===== src/rtl/vram_bus_responder.sv =====
// Splits each 32-bit bus read into two halfword VRAM reads.
// The assembled word is returned with a one-cycle ack.
module vram_bus_responder #(
  parameter int READ_LATENCY = 1,
  parameter int VRAM_BYTES   = 131072
) (
  input  logic        clk,
  input  logic        rst,
  input  logic [17:0] bus_addr,
  input  logic        bus_strobe,
  output logic [31:0] bus_data,
  output logic        bus_ack,
  output logic [16:0] mem_addr,
  output logic        mem_rden,
  input  logic [15:0] mem_rddata
);

  typedef enum logic [2:0] {
    IDLE,
    RD_LO,
    RD_HI,
    WAIT,
    ACK
  } state_t;

  localparam logic [2:0]  LAT_M1   = 3'(READ_LATENCY - 1);
  localparam logic [18:0] LIMIT    = 19'(VRAM_BYTES);
  localparam bit          LO_IN_HI = (READ_LATENCY == 1);

  state_t      state;
  logic [15:0] a_q;
  logic [15:0] lo_q;
  logic [2:0]  cnt;
  logic [1:0]  pre;
  logic        oor;
  logic        in_range;

  assign in_range = {1'b0, bus_addr} < LIMIT;

  // pre pads out-of-range requests by the two read-issue cycles
  // they skip, so their ack lands on the same edge as a real read.
  always_ff @(posedge clk or posedge rst) begin
    if (rst) begin
      state    <= IDLE;
      a_q      <= '0;
      lo_q     <= '0;
      cnt      <= '0;
      pre      <= '0;
      oor      <= 1'b0;
      bus_data <= '0;
      bus_ack  <= 1'b0;
      mem_addr <= '0;
      mem_rden <= 1'b0;
    end else begin
      bus_ack <= 1'b0;
      unique case (state)
        IDLE: begin
          if (bus_strobe) begin
            a_q <= bus_addr[17:2];
            cnt <= LAT_M1;
            if (in_range) begin
              mem_addr <= {bus_addr[17:2], 1'b0};
              mem_rden <= 1'b1;
              oor      <= 1'b0;
              pre      <= 2'd0;
              state    <= RD_LO;
            end else begin
              oor   <= 1'b1;
              pre   <= 2'd2;
              state <= WAIT;
            end
          end
        end
        RD_LO: begin
          mem_addr <= {a_q, 1'b1};
          state    <= RD_HI;
        end
        RD_HI: begin
          mem_rden <= 1'b0;
          if (LO_IN_HI) lo_q <= mem_rddata;
          state <= WAIT;
        end
        WAIT: begin
          if (pre != 2'd0) begin
            pre <= pre - 2'd1;
          end else if (cnt == 3'd0) begin
            bus_data <= oor ? 32'h0
                            : {mem_rddata, lo_q};
            bus_ack  <= 1'b1;
            state    <= ACK;
          end else begin
            if (!LO_IN_HI && cnt == 3'd1)
              lo_q <= mem_rddata;
            cnt <= cnt - 3'd1;
          end
        end
        ACK: state <= IDLE;
        default: state <= IDLE;
      endcase
    end
  end

endmodule

===== config.mk =====
export PLATFORM = sky130hd
export DESIGN_NAME = vram_bus_responder
export DESIGN_NICKNAME = d
export VERILOG_FILES = /design/src/rtl/vram_bus_responder.sv
export SDC_FILE = /design/constraint.sdc
export NUM_CORES = 1
export LEC_CHECK = 0
export ABC_AREA = 1
export CAP_MARGIN = 20
export CORE_MARGIN = 2
export CORE_UTILIZATION = 36
export CTS_BUF_LIST = sky130_fd_sc_hd__clkbuf_8 sky130_fd_sc_hd__clkbuf_16
export DETAILED_ROUTE_END_ITERATION = 8
export HOLD_SLACK_MARGIN = 0.1
export MAX_ROUTING_LAYER = met4
export PLACE_DENSITY_LB_ADDON = 0.08
export REMOVE_ABC_BUFFERS = 1
export SLEW_MARGIN = 20
export SYNTH_ARGS = -nofsm -noshare
export SYNTH_HDL_FRONTEND = slang
export SYNTH_SLANG_ARGS = --single-unit

===== constraint.sdc =====
create_clock -name clk -period 2.6 [get_ports clk]
set_input_delay 0.26 -clock clk [delete_from_list [all_inputs] [get_ports clk]]
set_output_delay 0.26 -clock clk [all_outputs]
set_load 0.1 [all_outputs]

# Word-level counts from Yosys, hierarchy flattened
# Cells that the tools add are included.
[classes]
addsub = 2
n_mul = 0
div_mod_pow = 0
magnitude_cmp = 1
eq_ne = 9
shift = 0
n_mux = 24
bitwise = 1
reduce_logical = 13
[op_table]
columns = ["op", "n"]
rows = [
  ["$mux W17", 2],
  ["$pmux W17 S2", 1],
  ["$mux W32", 1],
  ["$lt A18 B18 Y1 const B", 1],
  ["$mux W3", 6],
  ["$reduce_and A3 Y1", 5],
  ["$ne A2 B2 Y1 const B", 6],
  ["$pmux W3 S4", 1],
  ["$mux W2", 4],
  ["$reduce_bool A2 Y1", 4],
  ["$eq A3 B2 Y1 const B", 2],
  ["$logic_not A3 Y1", 2],
  ["$mux W1", 6],
  ["$pmux W3 S2", 1],
  ["$pmux W2 S2", 1],
  ["$reduce_and A4 Y1", 1],
  ["$eq A3 B1 Y1 const B", 1],
  ["$sub A3 B1 Y3 const B", 1],
  ["$pmux W1 S2", 1],
  ["$reduce_and A2 Y1", 1],
  ["$sub A2 B1 Y2 const B", 1],
  ["$not A1 Y1", 1],
]
[word_totals]
reg_bits = 92
latch_bits = 0
ram_bits = 0
rom_bits = 0
input_bits = 37
output_inout_bits = 51
wordCells = 60
n_memories = 0

# Longest topological paths before layout
# Gate-level depths: netlist (run 1).
[depth]
word_depth = 4
mapped_depth = 8
depth_no_buf = 8

# Worst setup path before layout (run 1)
# OpenSTA, ideal clock, no wires.
[synth_timing]
kind = "register to register"
startpoint = "register state[0]"
endpoint = "register mem_addr[11]"
t_arrival_ns = 1.183
setup_slack_ns = 1.296
path_stages_with_launch = 9
n_path_buf = 2
period_less_slack_ns = 1.304
cell_sequence = "dfrtp_1 > nor2_2 > nand2_2 > inv_4 > nand3_2 > buf_4 > buf_6 > nand3_1 > nand2_1"
[synth_between]
elab_chain_len = 3
elab_cells_between_ends = 7
cone_classes = "eq/ne: 3; mux: 1; reduce/logical: 3"
[synth_rtl]
columns = ["element", "line_no", "text"]
rows = [
  ["start: declaration", "30", "state_t state;"],
  ["start signal: assignment", "44", "state <= IDLE;"],
  ["start signal: assignment", "66", "state <= RD_LO;"],
  ["start signal: assignment", "70", "state <= WAIT;"],
  ["$eq A3 B1 Y1 or $logic_not A3 Y1 (tied branches)", "56", "unique case (state)"],
  ["$reduce_bool A2 Y1 (no line) or $ne A2 B2 Y1 (tied branches)", "-", ""],
  ["$reduce_and A3 Y1 (no line)", "-", ""],
  ["end signal: assignment", "62", "mem_addr <= {bus_addr[17:2], 1'b0};"],
  ["end signal: assignment", "75", "mem_addr <= {a_q, 1'b1};"],
  ["end: declaration", "13", "output logic [16:0] mem_addr,"],
]
# Several ways; a longest one is shown, not always the timed one.
# A chain may end at the register's enable or synchronous reset.

# Final worst setup path (run 1)
[layout_timing]
startpoint = "register state[1]"
endpoint = "register mem_addr[8]"
# Same word-level chain as after synthesis.

==> key figures, run 1 <==
Finish
  • Final core occ: 46.5%
  • Filler cells: 1114
  • Layout cells sized above 1: 18.5%
  • Area Overhead vs Synth: 26.7%
  • Ant. Diodes: 0
  • Nets: approximately 580

Routing
  • Routed Antenna Nets: 0
  • Via density: between 4 and 5
  • WL per Instance: 13.0 µm
  • DR vias: about 3200
  • DR pass1 iterations: 4
  • Drt initial violations: between 100 and 150
  • Routed WL: 8870 µm
  • Residual DRC: 0

Status
  • Status: completed

Synthesis
  • Yosys top cell area share: 57.2%
  • Synth area leader: dfrtp_1
  • Unique masters post-synth: 22
  • XOR/XNOR share of the synthesized area: 0%
  • Synthesized area per cell: 8.70 µm²
  • Cell Area, Synth: 3980 µm²
  • Main combinational cell family by area after synthesis: simple AND/OR/NAND/NOR gates
  • Synthesized instance count: between 400 and 500
  • Ys Warns: 0
  • Synth Area in Compound Gates: 9.17%
  • Seq/Total Area, Yosys: 57.2%
  • Top post-synthesis cells by area: dfrtp_1 57%, nand2_1 17%, nand3_1 5.2%
  • Simple-gate share of the synthesized area: 25.9%
  • Mux cell area share after synthesis: 0%
  • Adder-cell share of the synthesized area: 0.943%
  • Yosys reg bits: 91

Critical path
  • Slowest-stage cell, CP: dfrtp_1
  • Largest stage delay on the critical path: 0.40 ns
  • CP arrival: 2.03 ns
  • Setup crit end kind: flop
  • R2R cell count: 8
  • CP cell instances: buf_4 -> inv_1 -> nand3_2 -> buf_4 -> nand2_1 -> o21ai_0 -> nand2_1 -> nand2_1
  • Critical Path RT: 2.84 ns
  • Crit Path Class: reg2reg
  • Worst path most repeated cell: nand2_1
  • CP max FO: 31
  • Startpoint class of the critical path: flop

Job
  • # Max-Cap Violations: 0

Clocking
  • Longest Clk Path Bufs: 2
  • Max H-tree Level: 3
  • Cts bufs inserted: 9
  • Root Driver: clkbuf_8
  • Clock transition at path regs: about 0.090 ns
  • Post-CTS Setup Inserts: 0
  • TritonCTS Sinks: ~90
  • Post-cts repair resize count: 0
  • Worst-skew pair later-pin latency: 0.36 ns
  • CTS tree: done
  • # hold bufs at CTS: 0

Placed design
  • PortBufs: 85
  • HPWL after detailed placement: 5620 µm
  • Placer Congestion: about 0.75

Floorplan
  • Die X-Extent: around 110 µm
  • # IOs: 88
  • Die area: 11900 µm²
  • Core ar.: 10800 µm²
  • DIE HEIGHT: 109 µm
  • Std-Cell Rows: 38
  • Initial core utilization: 36.7%

Timing
  • Worst-margin pin slew: 0.518 ns
  • Setup_tns: 0 ns
  • Max Freq: ~560 MHz
  • Final worst-path cycle share: 68.6%
  • Hold Vio Cnt, Final: 0
  • Final setup violation count: 0
  • Hold WS: roughly 0.27 ns
  • Setup Skew: 0.0119 ns
  • Final max-slew violation count: 0
  • Fin crit period: about 1.8 ns
  • Rel. slew slack: 65.4%
  • RSZ-0062 raised after global routing: false

Worst hold path
  • Worst hold path type: in2async

GRT
  • Largest net degree at the start of global routing: 67
  • Global-route wire length before repair: 14900 µm
  • Vias in the first global route: 3049
  • GRT Total Usage: 16.4%
  • Antenna violations before repair: 0
  • Overflow left after global routing: 0
## stage by stage
stage / instance area, µm² / std cells / worst slack (ns)
floorplan: 3810 / 432 / -0.0236
global placement: 4790 / 664 / 0.530
detailed placement: 4790 / 664 / 0.511
CTS: 5020 / 680 / 0.492
global route: 5040 / 681 / 0.573
finish: 5040 / 681 / 0.817
## worst paths after layout
kind	from	to	slack, ns
min in group clk	lo_q[5]	lo_q[5]	0.48
setup / recovery	state[1]	mem_addr[8]	0.82
hold reg to reg	lo_q[5]	lo_q[5]	0.48
hold / removal	rst	bus_ack	0.27
max in group asynchronous	rst	bus_data[1]	1.67
setup reg to reg	state[1]	mem_addr[8]	0.82
## area by class of cell
| cell class | count | area [µm²] | share of cell area [%] |
|---|---|---|---|
| timing repair buffer | 93 | 808 | 16.0 |
| sequential | 91 | 2280 | 45.1 |
| clock buffer | 11 | 151 | 3.00 |
| inverter | 27 | 106 | 2.11 |
| multi-input combinational | 314 | 1440 | 28.6 |
| clock inverter | 5 | 85.1 | 1.69 |
| tap | 140 | 175 | 3.47 |
## critical path: cells and delay by family (launching register included)
family	cells	cell delay (ns)
buffers and inverters	3	0.69
AND/OR/NAND/NOR	4	0.51
flip-flops	1	0.40
AO/OA/AOI/OAI	1	0.07
## synth_stat cells, drive strengths merged
library cell,n
nand3,43
a21boi,1
nand2,183
dfrtp,91
a21oi,12
inv,27
nor2,21
nand4,2
o21ai,49
clkbuf,5
buf,21
ha,3
## cell usage in the layout (no fill, tap or decap)
cell             Yosys  final
ha_1                 3      3
a21oi_1             12     12
dfrtp_1             91     91
nor2_2               1      1
buf_4                3     57
nor2_1              19     19
nand3_2              2      2
clkinv_4             0      2
o21ai_0             18     18
inv_1               26     25
o21ai_2             14     14
nor2_4               1      1
nand3_1             41     41
nand2_2              4      4
buf_12               0      2
nand4_1              1      1
bufinv_16            0      2
clkdlybuf4s50_1      0     34
o21ai_1             17     17
nand4_4              0      1
nand2_1            179    179
clkbuf_8             0     11
a21boi_1             1      1
clkinvlp_4           0      1
inv_4                1      2
## kinds of logic (layout without fill, tap and decap cells)
logic type / Yosys count / count (layout)
AND/OR/NAND/NOR: 249 / 249
flip-flops: 91 / 91
AO/OA/AOI/OAI: 62 / 62
buffers and inverters: 53 / 136
adder cells (fa/ha/maj): 3 / 3
## routing by layer
layer / vias to the layer above / part of all wire (%) / track usage (%)
li1: 1604 / - / -
met1: 1507 / 49 / 21.7
met2: 75 / 45 / 25.2
met3: 6 / 6.1 / 4.06
met4: 0 / 0.69 / 4.61
met5: - / 0 / -
## flip-flops by register name (all words and copies together), names as in the netlist
name      flops
mem_addr     17
mem_rden      1
state         3
bus_ack       1
a_q          16
lo_q         16
bus_data     32
cnt           3
pre           2
Power of run 1 is not shown: default switching activity piles up to over one toggle a cycle in this logic, so the estimate is an artifact.
==> inputs of run 2 (changes only) <==
clock period = 1.9 ns   (was 2.6 ns; I/O delays follow)
==> key figures, run 2 (synthesis gave the netlist of run 1 again) <==
Critical path
  • Worst R2R Start: state[0]
  • Slowest-stage cell, CP: dfrtp_1
  • Critical Path RT: 2.20 ns
  • Critical R2R Capture: mem_addr[14]
  • CP cell instances: nor2_2 -> nand2_2 -> inv_4 -> nand3_2 -> nand2_2 -> nand2_1 -> nand2_1
  • Setup crit end kind: flop
  • CP max FO: 15
  • R2R cell count: 7
  • CP arrival: approximately 1.8 ns
  • R2r setup slk: 0.37 ns
  • Crit Path Class: reg2reg
  • Startpoint class of the critical path: flop
  • Largest stage delay on the critical path: 0.43 ns

GRT
  • Antenna violations before repair: 0
  • Vias in the first global route: just over 3000
  • Largest net degree at the start of global routing: 67
  • GRT Total Usage: 16.2%
  • Global-route wire length before repair: 14500 µm
  • Overflow left after global routing: 0

Finish
  • Area Overhead vs Synth: 27.2%
  • Layout cells sized above 1: 18.9%
  • Max FFs per register: 32
  • Biggest register: bus_data
  • Commonest non-fill, non-tap cells in the layout: 179 x nand2_1, 91 x dfrtp_1, 58 x buf_4, 41 x nand3_1, 34 x clkdlybuf4s50_1
  • Largest regs: bus_data: 32 flops, mem_addr: 17 flops
  • Commonest non-fill, non-tap cell in the layout: nand2_1
  • Ant. Diodes: 0
  • Final core occ: 46.7%
  • Nets: 579

Routing
  • WL per Instance: 12.8 µm
  • DR vias: approximately 3100
  • Routed WL: approximately 9000 µm
  • Drt initial violations: roughly 150
  • Residual DRC: 0
  • Routed Antenna Nets: 0
  • DR pass1 iterations: 4
  • Via density: 4.57

Worst hold path
  • Worst hold path type: in2async

Clocking
  • Worst-skew pair later-pin latency: around 0.36 ns
  • Clock transition at path regs: 0.09 ns
  • Max H-tree Level: 3
  • Cts bufs inserted: 9
  • Root Driver: clkbuf_8
  • Post-CTS Setup Inserts: 0
  • Longest Clk Path Bufs: 2
  • CTS tree: done
  • Post-cts repair resize count: 0
  • TritonCTS Sinks: 91
  • # hold bufs at CTS: 0

Timing
  • Hold Vio Cnt, Final: 0
  • Final worst-path cycle share: 80.5%
  • RSZ-0062 raised after global routing: false
  • Final setup violation count: 0
  • Final max-slew violation count: 0
  • Worst-margin pin slew: 0.423 ns
  • Rel. slew slack: 71.8%
  • Max Freq: 654 MHz
  • Fin crit period: 1.53 ns
  • Setup Skew: 0.00809 ns

Placed design
  • HPWL after detailed placement: 5710 µm
  • PortBufs: 85
  • Placer Congestion: 0.743

Floorplan
  • DIE HEIGHT: 109 µm
  • Std-Cell Rows: 38
  • Die area: 11900 µm²
  • Die X-Extent: 109 µm
  • Initial core utilization: 36.7%
  • Core ar.: 10800 µm²
  • # IOs: 88

Status
  • Status: completed

Job
  • # Max-Cap Violations: 0
==> run 2: worst max-delay path: cells and delay by family (launching register included) <==
kind,cells,cell delay [ns]
and+or+nand+nor,6,0.92
DFF,1,0.43
buffers and inverters,1,0.11
==> run 2: metal layers <==
layer,vias up,routed length (µm),GRT usage (%)
met2,77,3910,25.4
met1,1440,4240,20.7
met4,0,78,5.42
met3,4,554,4.00
li1,1608,-,-
met5,-,0,-
==> run 2: worst max path at each step <==
stage,start,end,slack [ns],depth (start not counted)
2_1_floorplan,rst,a_q[0],-0.65,1
3_3_place_gp,bus_strobe,mem_addr[14],0.32,5
3_5_place_dp,bus_strobe,mem_addr[14],0.28,5
4_1_cts,state[0],mem_addr[14],0.34,7
5_1_grt,state[2],mem_addr[8],0.19,6
6_report,state[0],mem_addr[14],0.37,7
==> run 2: area by class of cell <==
class / count / area, µm²
Clock buffer: 14 / 193
Clock inverter: 2 / 16.3
Fill cell: 1082 / 5780
Inverter: 27 / 106
Multi-Input combinational cell: 314 / 1440
Sequential cell: 91 / 2280
Tap cell: 140 / 175
Timing Repair Buffer: 96 / 856
==> run 2: stage by stage <==
| stage | TNS, ns | instance area (µm²) | setup WS, ns | hold WS, ns | std cells |
|---|---|---|---|---|---|
| floorplan | -75.28 | 3810 | -0.654 | 0.334 | 432 |
| global placement | 0 | 4860 | 0.322 | 0.454 | 668 |
| detailed placement | 0 | 4860 | 0.285 | 0.459 | 668 |
| CTS | 0 | 5060 | 0.337 | 0.187 | 684 |
| global route | 0 | 5060 | 0.188 | 0.222 | 684 |
| finish | 0 | 5060 | 0.371 | 0.183 | 684 |
Power of run 2 is left out for the same reason.
==> inputs of run 3 (changes only) <==
clock period = 1.4 ns   (was 1.9 ns; I/O delays follow)
==> key figures, run 3 (synthesis gave the netlist of run 1 again) <==
Status
  • Status: completed

Timing
  • Max Freq: 752 MHz
  • Fin crit period: 1.33 ns
  • Final setup margin: 0.0707 ns
  • Hold Vio Cnt, Final: 0
  • Rel. slew slack: 81.5%
  • Setup Skew: 0.0131 ns
  • Final setup violation count: 0
  • Worst-margin pin slew: 0.277 ns
  • Final worst-path cycle share: 95.0%
  • Final max-slew violation count: 0
  • RSZ-0062 raised after global routing: true

Critical path
  • Crit Path Class: reg2reg
  • Slowest-stage cell, CP: dfrtp_2
  • Critical R2R Capture: bus_data[12]
  • CP arrival: roughly 1.6 ns
  • Worst R2R Start: state[2]
  • CP top delay family: flip-flops
  • Setup crit end kind: flop
  • CP max FO: 36
  • R2r setup slk: 0.07 ns
  • Crit path buf inv count: 2
  • CP cell instances: buf_4 -> nor2_4 -> nand4_4 -> buf_12 -> nand2_1 -> o21ai_2
  • Critical Path RT: about 1.6 ns
  • Startpoint class of the critical path: flop
  • Largest stage delay on the critical path: 0.45 ns
  • R2R cell count: 6

Floorplan
  • DIE HEIGHT: 109 µm
  • # IOs: 88
  • Std-Cell Rows: 38
  • Die X-Extent: 109 µm
  • Core ar.: 10800 µm²
  • Initial core utilization: 36.7%
  • Die area: 11900 µm²

Finish
  • Ant. Diodes: 0
  • Max FFs per register: 32
  • Largest regs: bus_data: 32 flops, mem_addr: 17 flops
  • Commonest non-fill, non-tap cell in the layout: nand2_1
  • Nets: between 500 and 600
  • Layout cells sized above 1: 23.0%
  • Area Overhead vs Synth: 49.6%
  • Multi-input gate area: 1490 µm²
  • Commonest non-fill, non-tap cells in the layout: 176 x nand2_1, 88 x dfrtp_1, 58 x buf_12, 41 x nand3_1, 34 x clkdlybuf4s50_1
  • Final core occ: 55.0%
  • Register area: approximately 2300 µm²
  • Biggest register: bus_data
  • Filler cells: 974

Clocking
  • Max H-tree Level: 3
  • CTS tree: done
  • Root Driver: clkbuf_8
  • Worst-skew pair later-pin latency: between 0.3 and 0.4 ns
  • TritonCTS Sinks: 91
  • Longest Clk Path Bufs: 2
  • Clock transition at path regs: 0.10 ns
  • Cts bufs inserted: 9

Routing
  • WL per Instance: roughly 13 µm
  • Routed Antenna Nets: 0
  • DR pass1 iterations: 4
  • Via density: 4.67
  • Routed WL: roughly 9000 µm
  • Drt initial violations: 107
  • DR vias: 3267
  • Residual DRC: 0

Placed design
  • PortBufs: 85
  • Place WS: 0.0196 ns
  • HPWL after detailed placement: between 6000 and 7000 µm
  • Placer Congestion: ~0.79

GRT
  • Vias in the first global route: 3171
  • Overflow left after global routing: 0
  • Antenna violations before repair: 0
  • Global-route wire length before repair: 15100 µm
  • GRT Total Usage: 16.6%
  • Largest net degree at the start of global routing: 37

Worst hold path
  • Hold Crit Start: bus_addr[5]
  • Worst Hold Depth: 3
  • Worst hold path type: in2reg
  • Hold Path End: a_q[3]

Job
  • # Max-Cap Violations: 0
-- run 3: routing by layer --
metal	GRT usage [%]	vias up	share of wire, %
li1	-	1643	-
met1	21.9	1535	47
met2	25.7	83	46
met3	3.35	6	5.6
met4	5.33	0	1.0
met5	-	-	0
-- run 3: tightest hold or removal path: stages --
cell and delay, ns:
clkdlybuf4s50_1 0.41, nor2_1 0.11, a21oi_1 0.04
-- run 3: stage by stage --
step / cell area [µm²] / hold WS (ns) / TNS (ns) / std cells
final: 5960 / 0.386 / 0 / 700
after global routing: 5960 / 0.381 / -0.00457 / 700
after CTS: 5880 / 0.366 / 0 / 698
after global placement: 5630 / 0.454 / 0 / 681
after floorplan: 3810 / 0.284 / -151.11 / 432
after detailed placement: 5630 / 0.459 / 0 / 681
-- run 3: timing repair --
| action | in CTS | in global routing |
|---|---|---|
| buffers inserted | 0 | 2 |
| pin swaps | 0 | 1 |
| gates resized for setup | 1 | 21 |
| endpoints found under the setup margin | 1 | 81 |
| hold buffers | 1 | 0 |
| hold endpoints to repair | 5 | 0 |
-- run 3: area by class of cell --
cell class | instances | share of cell area (%)
Sequential cell | 91 | 38.3
Timing Repair Buffer | 112 | 28.0
Multi-Input combinational cell | 314 | 25.1
Tap cell | 140 | 2.94
Clock buffer | 11 | 2.54
Inverter | 27 | 1.78
Clock inverter | 5 | 1.43
-- run 3: worst max path at each step --
stage                     from            to  cells past startpoint
CTS                     cnt[0]        cnt[0]                      8
global placement    bus_strobe  mem_addr[11]                      5
detailed placement      cnt[0]        cnt[0]                      8
floorplan                  rst        a_q[0]                      1
global route          state[0]  bus_data[12]                      7
finish                state[2]  bus_data[12]                      6
Power of run 3 is left out for the same reason.
